`config.mk`:
```
export PLATFORM = sky130hd
export DESIGN_NAME = imem_fetch_ctrl
export DESIGN_NICKNAME = d
export VERILOG_FILES = /design/src/rtl/imem_pkg.sv /design/src/rtl/imem_fetch_ctrl.sv
export SDC_FILE = /design/constraint.sdc
export NUM_CORES = 1
export LEC_CHECK = 0
export CAP_MARGIN = 15
export CORE_ASPECT_RATIO = 1.5
export CORE_MARGIN = 3
export CORE_UTILIZATION = 35
export DETAILED_ROUTE_END_ITERATION = 8
export GPL_TIMING_DRIVEN = 0
export PLACE_DENSITY_LB_ADDON = 0.2
export SKIP_CTS_REPAIR_TIMING = 1
export SLEW_MARGIN = 10
export SYNTH_ARGS = -nofsm -noshare
export SYNTH_HDL_FRONTEND = slang
export SYNTH_SLANG_ARGS = --single-unit
```
`constraint.sdc`:
```
create_clock -name clk -period 5.85 [get_ports clk]
set_input_delay 1.17 -clock clk [delete_from_list [all_inputs] [get_ports clk]]
set_output_delay 1.17 -clock clk [all_outputs]
set_load 0.01 [all_outputs]
```
`src/rtl/imem_pkg.sv`:
```
// Shared definitions for the instruction-memory fetch controller.
// Holds the controller state encoding and the default geometry constants.
// No logic lives here; the controller imports it.
package imem_pkg;

    // Default instruction word width in bits
    localparam int WIDTH = 32;
    // Default number of instruction-memory words
    localparam int DEPTH = 80;
    // Default PC / address width in bits
    localparam int ADR_IN = 64;
    // Default byte PC that execution starts from after a load
    localparam logic [63:0] RESET_PC = 64'd0;

    // Controller phases: fill memory, fetch instructions, stopped on a fault
    typedef enum logic [1:0] {
        LOAD = 2'd0,
        RUN  = 2'd1,
        HALT = 2'd2
    } fetch_state_t;

endpackage

```
`src/rtl/imem_fetch_ctrl.sv`:
```
// Instruction-memory controller: streams loader words into memory, then fetches sequentially from RESET_PC.
// Latency: one cycle from pc presented on mem_adr to out_instr/out_pc/out_valid.
// Backpressure: out_valid & !out_ready holds output and pc; redirect overrides a stall; load_ready drops when memory is full.
module imem_fetch_ctrl
    import imem_pkg::*;
#(
    parameter int                  WIDTH    = imem_pkg::WIDTH,
    parameter int                  DEPTH    = imem_pkg::DEPTH,
    parameter int                  ADR_IN   = imem_pkg::ADR_IN,
    parameter logic [ADR_IN-1:0]   RESET_PC = ADR_IN'(imem_pkg::RESET_PC)
) (
    input  logic              clk,
    input  logic              rst,
    input  logic              load_valid,
    input  logic [WIDTH-1:0]  load_data,
    input  logic              load_done,
    output logic              load_ready,
    output logic              mem_we,
    output logic [WIDTH-1:0]  mem_wdata,
    output logic [ADR_IN-1:0] mem_adr,
    input  logic [WIDTH-1:0]  mem_instr,
    input  logic              redirect_valid,
    input  logic [ADR_IN-1:0] redirect_pc,
    output logic              out_valid,
    input  logic              out_ready,
    output logic [WIDTH-1:0]  out_instr,
    output logic [ADR_IN-1:0] out_pc,
    output logic              fault,
    output logic              busy_load
);

    // Load counter must be able to hold DEPTH itself (memory full)
    localparam int                CNT_W    = $clog2(DEPTH + 1);
    localparam logic [CNT_W-1:0]  CNT_FULL = CNT_W'(DEPTH);
    localparam logic [CNT_W-1:0]  CNT_LAST = CNT_W'(DEPTH - 1);
    localparam logic [ADR_IN-1:0] DEPTH_A  = ADR_IN'(DEPTH);
    localparam logic [ADR_IN-1:0] PC_STEP  = ADR_IN'(4);

    fetch_state_t       state_q,     state_d;
    logic [CNT_W-1:0]   load_cnt_q,  load_cnt_d;
    logic [ADR_IN-1:0]  pc_q,        pc_d;
    logic               out_valid_q, out_valid_d;
    logic [WIDTH-1:0]   out_instr_q, out_instr_d;
    logic [ADR_IN-1:0]  out_pc_q,    out_pc_d;
    logic               fault_q,     fault_d;
    logic               wr_en;
    logic               stall;

    // A fetch address is illegal if it is not word aligned or lies past the last word
    function automatic logic pc_bad(input logic [ADR_IN-1:0] p);
        return (p[1:0] != 2'b00) || ((p >> 2) >= DEPTH_A);
    endfunction

    // State and datapath registers; reset aborts any load or fetch but leaves memory alone
    always_ff @(posedge clk or posedge rst) begin
        if (rst) begin
            state_q     <= LOAD;
            load_cnt_q  <= '0;
            pc_q        <= RESET_PC;
            out_valid_q <= 1'b0;
            out_instr_q <= '0;
            out_pc_q    <= '0;
            fault_q     <= 1'b0;
        end else begin
            state_q     <= state_d;
            load_cnt_q  <= load_cnt_d;
            pc_q        <= pc_d;
            out_valid_q <= out_valid_d;
            out_instr_q <= out_instr_d;
            out_pc_q    <= out_pc_d;
            fault_q     <= fault_d;
        end
    end

    // Next-state and memory-port decode for the LOAD / RUN / HALT phases
    always_comb begin
        state_d     = state_q;
        load_cnt_d  = load_cnt_q;
        pc_d        = pc_q;
        out_valid_d = out_valid_q;
        out_instr_d = out_instr_q;
        out_pc_d    = out_pc_q;
        fault_d     = fault_q;
        load_ready  = 1'b0;
        wr_en       = 1'b0;
        mem_adr     = pc_q >> 2;
        mem_wdata   = load_data;
        stall       = out_valid_q & ~out_ready;

        case (state_q)
            LOAD: begin
                load_ready = (load_cnt_q < CNT_FULL);
                wr_en      = load_valid & load_ready;
                mem_adr    = ADR_IN'(load_cnt_q);
                if (wr_en) begin
                    load_cnt_d = load_cnt_q + 1'b1;
                end
                // A word written alongside load_done is still stored; RUN starts clean
                if (load_done || (wr_en && (load_cnt_q == CNT_LAST))) begin
                    state_d     = RUN;
                    pc_d        = RESET_PC;
                    out_valid_d = 1'b0;
                end
            end

            RUN: begin
                if (redirect_valid) begin
                    // Redirect wins over a stall; the pending instruction is dropped
                    pc_d        = redirect_pc;
                    out_valid_d = 1'b0;
                end else if (stall) begin
                    // Decode is not taking the current instruction: hold everything
                    pc_d        = pc_q;
                end else if (pc_bad(pc_q)) begin
                    state_d     = HALT;
                    fault_d     = 1'b1;
                    out_valid_d = 1'b0;
                end else begin
                    out_valid_d = 1'b1;
                    out_instr_d = mem_instr;
                    out_pc_d    = pc_q;
                    pc_d        = pc_q + PC_STEP;
                end
            end

            HALT: begin
                // Only reset leaves HALT; redirects and loader traffic are ignored
                out_valid_d = 1'b0;
                fault_d     = 1'b1;
            end

            default: begin
                state_d     = HALT;
                out_valid_d = 1'b0;
                fault_d     = 1'b1;
            end
        endcase
    end

    // Write strobe is forced low while reset is held so no stray write escapes
    assign mem_we    = wr_en & ~rst;
    assign out_valid = out_valid_q;
    assign out_instr = out_instr_q;
    assign out_pc    = out_pc_q;
    assign fault     = fault_q;
    assign busy_load = (state_q == LOAD);

endmodule

```
==> run summary, run 1 <==
commonest cells after routing, fill and taps aside -> clkdlybuf4s50_1, dfrtp_1, and2_1
area of the multi-input gates -> 0.00249 mm^2
Worst R2R Setup Slack -> 3.30 ns
CTS tree -> built
routed vias -> 5634
Max-cap violations -> 0
Post-Syn Area -> 0.00722 mm^2
status -> finished clean
WHS -> 0.465 ns
Worst Path Buf+Inv -> 3
Starting DRT DRC Count -> 278
fin worst setup slack -> 1.84 ns
ANT nets after route -> 0
Core Area -> 0.0200 mm^2
clock sinks -> 171
post-synth cell types -> 48
crit path cell chain -> nor2_1 -> clkbuf_1 -> buf_1 -> o21ai_0 -> clkdlybuf4s50_1
Ys Warns -> 0
# nets final -> 1045
crit share post-route -> 0.685
Yosys reg bits -> 171
global-route wire length before repair -> 33300 um
max incr delay on CP -> 0.54 ns
Final min period -> 4.01 ns
Post-synth EDFFs -> 0
initial antenna violation count -> 2
nature of the critical path startpoint -> flip-flop
clk root buf -> clkbuf_16
Detailed Routing Iterations Pass 1 -> 4
GRT overflow -> 0
Synth-to-Final Area Change -> 54.4%
critical path class -> reg2out
Post-DP HPWL -> 16200 um
DIE AREA -> 0.0224 mm^2
Critical Path AT -> 2.84 ns
Ports -> 331
DR WL/cell -> 18.1 um
chip height -> 182 um
Starting Density -> 0.360
setup TNS -> 0 ns
worst-case clock buffer depth -> 2
worst-margin pin slew -> 0.670 ns
Max Clk Rate -> 250 MHz
post-synthesis sequential area ratio -> 0.593
Total Power -> 3610 uW
Power Density -> 324 mW/mm^2
Slew Viols, Final -> 0
Rows -> 63
syn avg cell area -> 12.2 um^2
Final Hold Fails -> 0
Slowest cell on crit path -> clkdlybuf4s50_1
critical path's top delay family -> buffers and inverters
VDD IR max -> 195 uV
share of layout cells above drive strength 1 -> 0.148
vias in the first global route -> 5968
Crit. End Element -> output pin
Final Setup Violations -> 0
clock latency on the worst-skew pair -> 0.43 ns
IO buf count -> 296
Total GRT Usage -> 0.191
CP Max Fanout -> 10
Main synth FF type -> dfrtp_1
asr flop ratio synth -> 1.00
drt total wl -> 21300 um
Slew headroom -> 0.553
most common cell after layout, fill and taps aside -> clkdlybuf4s50_1
H-tree depth -> 4
Lkg Pwr -> 0.00509 uW
largest net degree at the start of global routing -> 95
Post-Route Skew -> 0.0132 ns
Vias/cell -> 4.77
Syn Inst Count -> 591
number of antenna diodes -> 0
final RePlAce weighted congestion -> 0.768
cts bufs inserted -> 17
Remaining DRCs -> 0
dpl ws -> 2.12 ns
unrepaired setup endpoints after global routing -> false
die width -> 123 um
Worst Hold Class -> reg2reg
CP required -> 4.68 ns
Worst-path clk slew -> 0.07 ns
register area -> 0.00428 mm^2
fill count -> 1789
-- Yosys cell counts, drive strengths merged, types with 3 or more instances --
master | instances | area [um^2]
nand2 | 24 | 90.1
xor2 | 4 | 35.0
buf | 48 | 330
ha | 3 | 37.5
nor2b | 50 | 313
a21oi | 4 | 20.0
mux2 | 44 | 495
nand3 | 6 | 35.0
and2 | 59 | 369
nor3 | 5 | 25.0
clkbuf | 19 | 71.3
nor4 | 16 | 119
a22o | 52 | 455
o311ai | 3 | 26.3
o21ai | 9 | 48.8
mux2i | 6 | 60.1
inv | 12 | 45.0
dfrtp | 171 | 4280
nor2 | 20 | 75.1
o211ai | 3 | 22.5
nand4 | 6 | 37.5
-- where the power goes --
group	switching (uW)	internal [uW]	leakage (uW)
Combinational	492	553	0.00244
Sequential	123	1310	0.00237
Clock	527	611	0.000289
Total	1140	2470	0.00509
-- final cells by class --
cell class	count	share of cell area
Multi-Input combinational cell	342	0.224
Clock buffer	17	0.0382
Inverter	12	0.00472
Clock inverter	15	0.0158
Timing Repair Buffer	297	0.268
Sequential cell	171	0.384
Tap cell	260	0.0292
Buffer	67	0.0360
-- kinds of logic (layout without fill, tap and decap cells) --
| family | count (synthesis) | count (layout) | share of synthesized area |
|---|---|---|---|
| other | 1 | 2 | 0.000520 |
| buffers and inverters | 79 | 408 | 0.0619 |
| AND/OR/NAND/NOR | 197 | 197 | 0.158 |
| AO/OA/AOI/OAI | 85 | 85 | 0.0981 |
| flip-flops | 171 | 171 | 0.593 |
| XOR/XNOR | 5 | 5 | 0.00607 |
| adder cells (fa/ha/maj) | 3 | 3 | 0.00520 |
| multiplexers | 50 | 50 | 0.0770 |
-- routing by layer --
layer | vias to the layer above | part of all wire | GRT usage
li1 | 2642 | - | -
met1 | 2739 | 0.38 | 0.225
met2 | 236 | 0.51 | 0.326
met3 | 15 | 0.10 | 0.0754
met4 | 2 | 0.011 | 0.0435
met5 | - | 0.00061 | 0
-- worst reg2reg max path, cell delays in order, from the launching register on --
cell and delay [ns]:
dfrtp_1 0.43, nor4_1 0.46, nand4_1 0.27, nor4_2 0.32
nand3_2 0.33, clkbuf_1 0.32, o32ai_1 0.33
-- worst paths after layout --
path                       cells past startpoint        from             to
setup / recovery                               5  state_q[1]     mem_adr[6]
hold / removal                                 1       fault          fault
setup reg to reg                               6    pc_q[20]        pc_q[5]
hold reg to reg                                1       fault          fault
max in group asynchronous                      3         rst   out_instr[7]
min in group asynchronous                      2         rst  out_instr[15]
-- flip-flops by register name (all words and copies together) (netlist names) --
signal / count
state_q: 2
out_instr: 32
out_pc: 64
load_cnt_q: 7
pc_q: 64
out_valid: 1
fault: 1
-- metrics by stage --
stage	instances	util	cell area (um^2)
floorplan	592	-	7220
detailed placement	1149	0.527	10500
global route	1181	0.557	11100
CTS	1181	0.557	11100
global placement	1148	0.525	10500
finish	1181	0.557	11100
Power figures use the tool's default switching activity.
==> inputs of run 2 (changes only) <==
- clock period: 5.85 -> 3.9 ns (I/O delays scaled with it)
==> run summary, run 2 (same netlist as run 1, synthesis figures left out) <==
status -> finished clean
Worst Hold Class -> reg2reg
clk root buf -> clkbuf_16
worst-margin pin slew -> 0.812 ns (+0.141 ns)
nature of the critical path startpoint -> flip-flop
most common cell after layout, fill and taps aside -> clkdlybuf4s50_1
Power Density -> 482 mW/mm^2 (+48%)
Final Hold Fails -> 0 (unchanged)
Starting Density -> 0.360 (unchanged)
Post-DP HPWL -> 17000 um (+4.7%)
worst-case clock buffer depth -> 2 (unchanged)
critical path class -> reg2out
Slew Viols, Final -> 0 (unchanged)
crit path cell chain -> nor2_1 -> clkbuf_2 -> buf_1 -> o21ai_0 -> clkdlybuf4s50_1
GRT overflow -> 0 (unchanged)
die width -> 123 um (unchanged)
critical path's top delay family -> buffers and inverters
CP required -> 3.12 ns (-1.56 ns)
global-route wire length before repair -> 34000 um (+2.1%)
CTS tree -> built
DR WL/cell -> 18.6 um (+3.0%)
final RePlAce weighted congestion -> 0.792 (+3.1%)
Max Clk Rate -> 273 MHz
VDD IR max -> 255 uV (+31%)
number of antenna diodes -> 0 (unchanged)
Lkg Pwr -> 0.00510 uW (about the same)
Vias/cell -> 4.83 (+1.2%)
Ports -> 331 (unchanged)
Crit path depth -> 5 (unchanged)
H-tree depth -> 4 (unchanged)
placed insts -> 1152 (+0.26%)
vias in the first global route -> 6097 (+2.2%)
Crit. End Element -> output pin
Post-Route Skew -> 0.00617 ns (-0.00702 ns)
commonest cells after routing, fill and taps aside -> clkdlybuf4s50_1, dfrtp_1, and2_1
unrepaired setup endpoints after global routing -> false
Remaining DRCs -> 0 (unchanged)
Synth-to-Final Area Change -> 54.7%
Final Setup Violations -> 0 (unchanged)
Slowest cell on crit path -> clkdlybuf4s50_1
Slew headroom -> 0.458 (-0.0953)
cts bufs inserted -> 17 (unchanged)
Rows -> 63 (unchanged)
Core Area -> 0.0200 mm^2 (unchanged)
Total GRT Usage -> 0.197 (+0.00589)
Max-cap violations -> 0 (unchanged)
Detailed Routing Iterations Pass 1 -> 5 (+1)
chip height -> 182 um (unchanged)
drt total wl -> 22000 um (+3.1%)
clock sinks -> 171 (unchanged)
Worst Path Buf+Inv -> 3 (unchanged)
routed vias -> 5712 (+1.4%)
share of layout cells above drive strength 1 -> 0.150 (+0.00185)
CP Max Fanout -> 10 (unchanged)
# nets final -> 1048 (+0.29%)
Worst-path clk slew -> 0.07 ns (about the same)
IO buf count -> 296 (unchanged)
fin cells -> 1183 (+0.17%)
initial antenna violation count -> 2 (unchanged)
DIE AREA -> 0.0224 mm^2 (unchanged)
clock latency on the worst-skew pair -> 0.42 ns (about the same)
hold path cells -> 1 (unchanged)
Starting DRT DRC Count -> 203 (-27%)
largest net degree at the start of global routing -> 39 (-59%)
Final min period -> 3.66 ns
ANT nets after route -> 0 (unchanged)
Critical Path AT -> 2.88 ns (+0.04 ns)
crit share post-route -> 0.939
max incr delay on CP -> 0.57 ns (+0.03 ns)
FF-to-FF path depth -> 6 (unchanged)
Total Power -> 5370 uW (+49%)
[run 2: final timing paths]
path / startpoint / endpoint / slack (ns)
worst max-delay path: state_q[1] / mem_adr[1] / 0.24
worst min-delay path: fault / fault / 0.47
worst max register to register: pc_q[20] / pc_q[5] / 1.31
worst min register to register: fault / fault / 0.47
max in group asynchronous: rst / out_pc[27] / 1.86
min in group asynchronous: rst / out_pc[63] / 0.88
[run 2: area by class of cell]
type | count | area, um^2
clock inverters | 13 | 138
repair buffers | 300 | 3040
inverters | 12 | 48.8
flip-flops and latches | 171 | 4280
multi-input cells | 342 | 2490
clock buffers | 18 | 429
plain buffers | 67 | 403
fillers | 1815 | 8860
well taps | 260 | 325
[run 2: worst register-to-register path: stages (launching register included)]
cell	delay [ns]
dfrtp_1	0.44
nor4_1	0.43
nand4_1	0.30
nor4_2	0.36
nand3_2	0.32
clkbuf_1	0.31
o32ai_1	0.33
[run 2: power breakdown]
part,leakage [uW],internal [uW],switching [uW]
sequential,0.00237,1960,195
clock,0.000271,896,742
combinational,0.00246,835,743
[run 2: metal layers]
| layer | up-vias | wire, um | track usage |
|---|---|---|---|
| met5 | - | 23 | 0 |
| met4 | 4 | 391 | 0.0563 |
| met3 | 23 | 2160 | 0.0754 |
| met2 | 241 | 11400 | 0.338 |
| met1 | 2795 | 8080 | 0.227 |
| li1 | 2649 | - | - |
[run 2: through the flow]
stage / area [um^2] / TNS, ns / utilization / hold slack (ns) / setup WS [ns]
final: 11200 / 0 / 0.557 / 0.473 / 0.236
after global routing: 11200 / 0 / 0.557 / 0.499 / 0.0430
after CTS: 11200 / -0.0242 / 0.557 / 0.478 / -0.0242
after detailed placement: 10600 / 0 / 0.529 / 0.461 / 0.450
after global placement: 10500 / -112.21 / 0.525 / 0.454 / -0.676
after floorplan: 7220 / 0 / - / 0.467 / 0.937
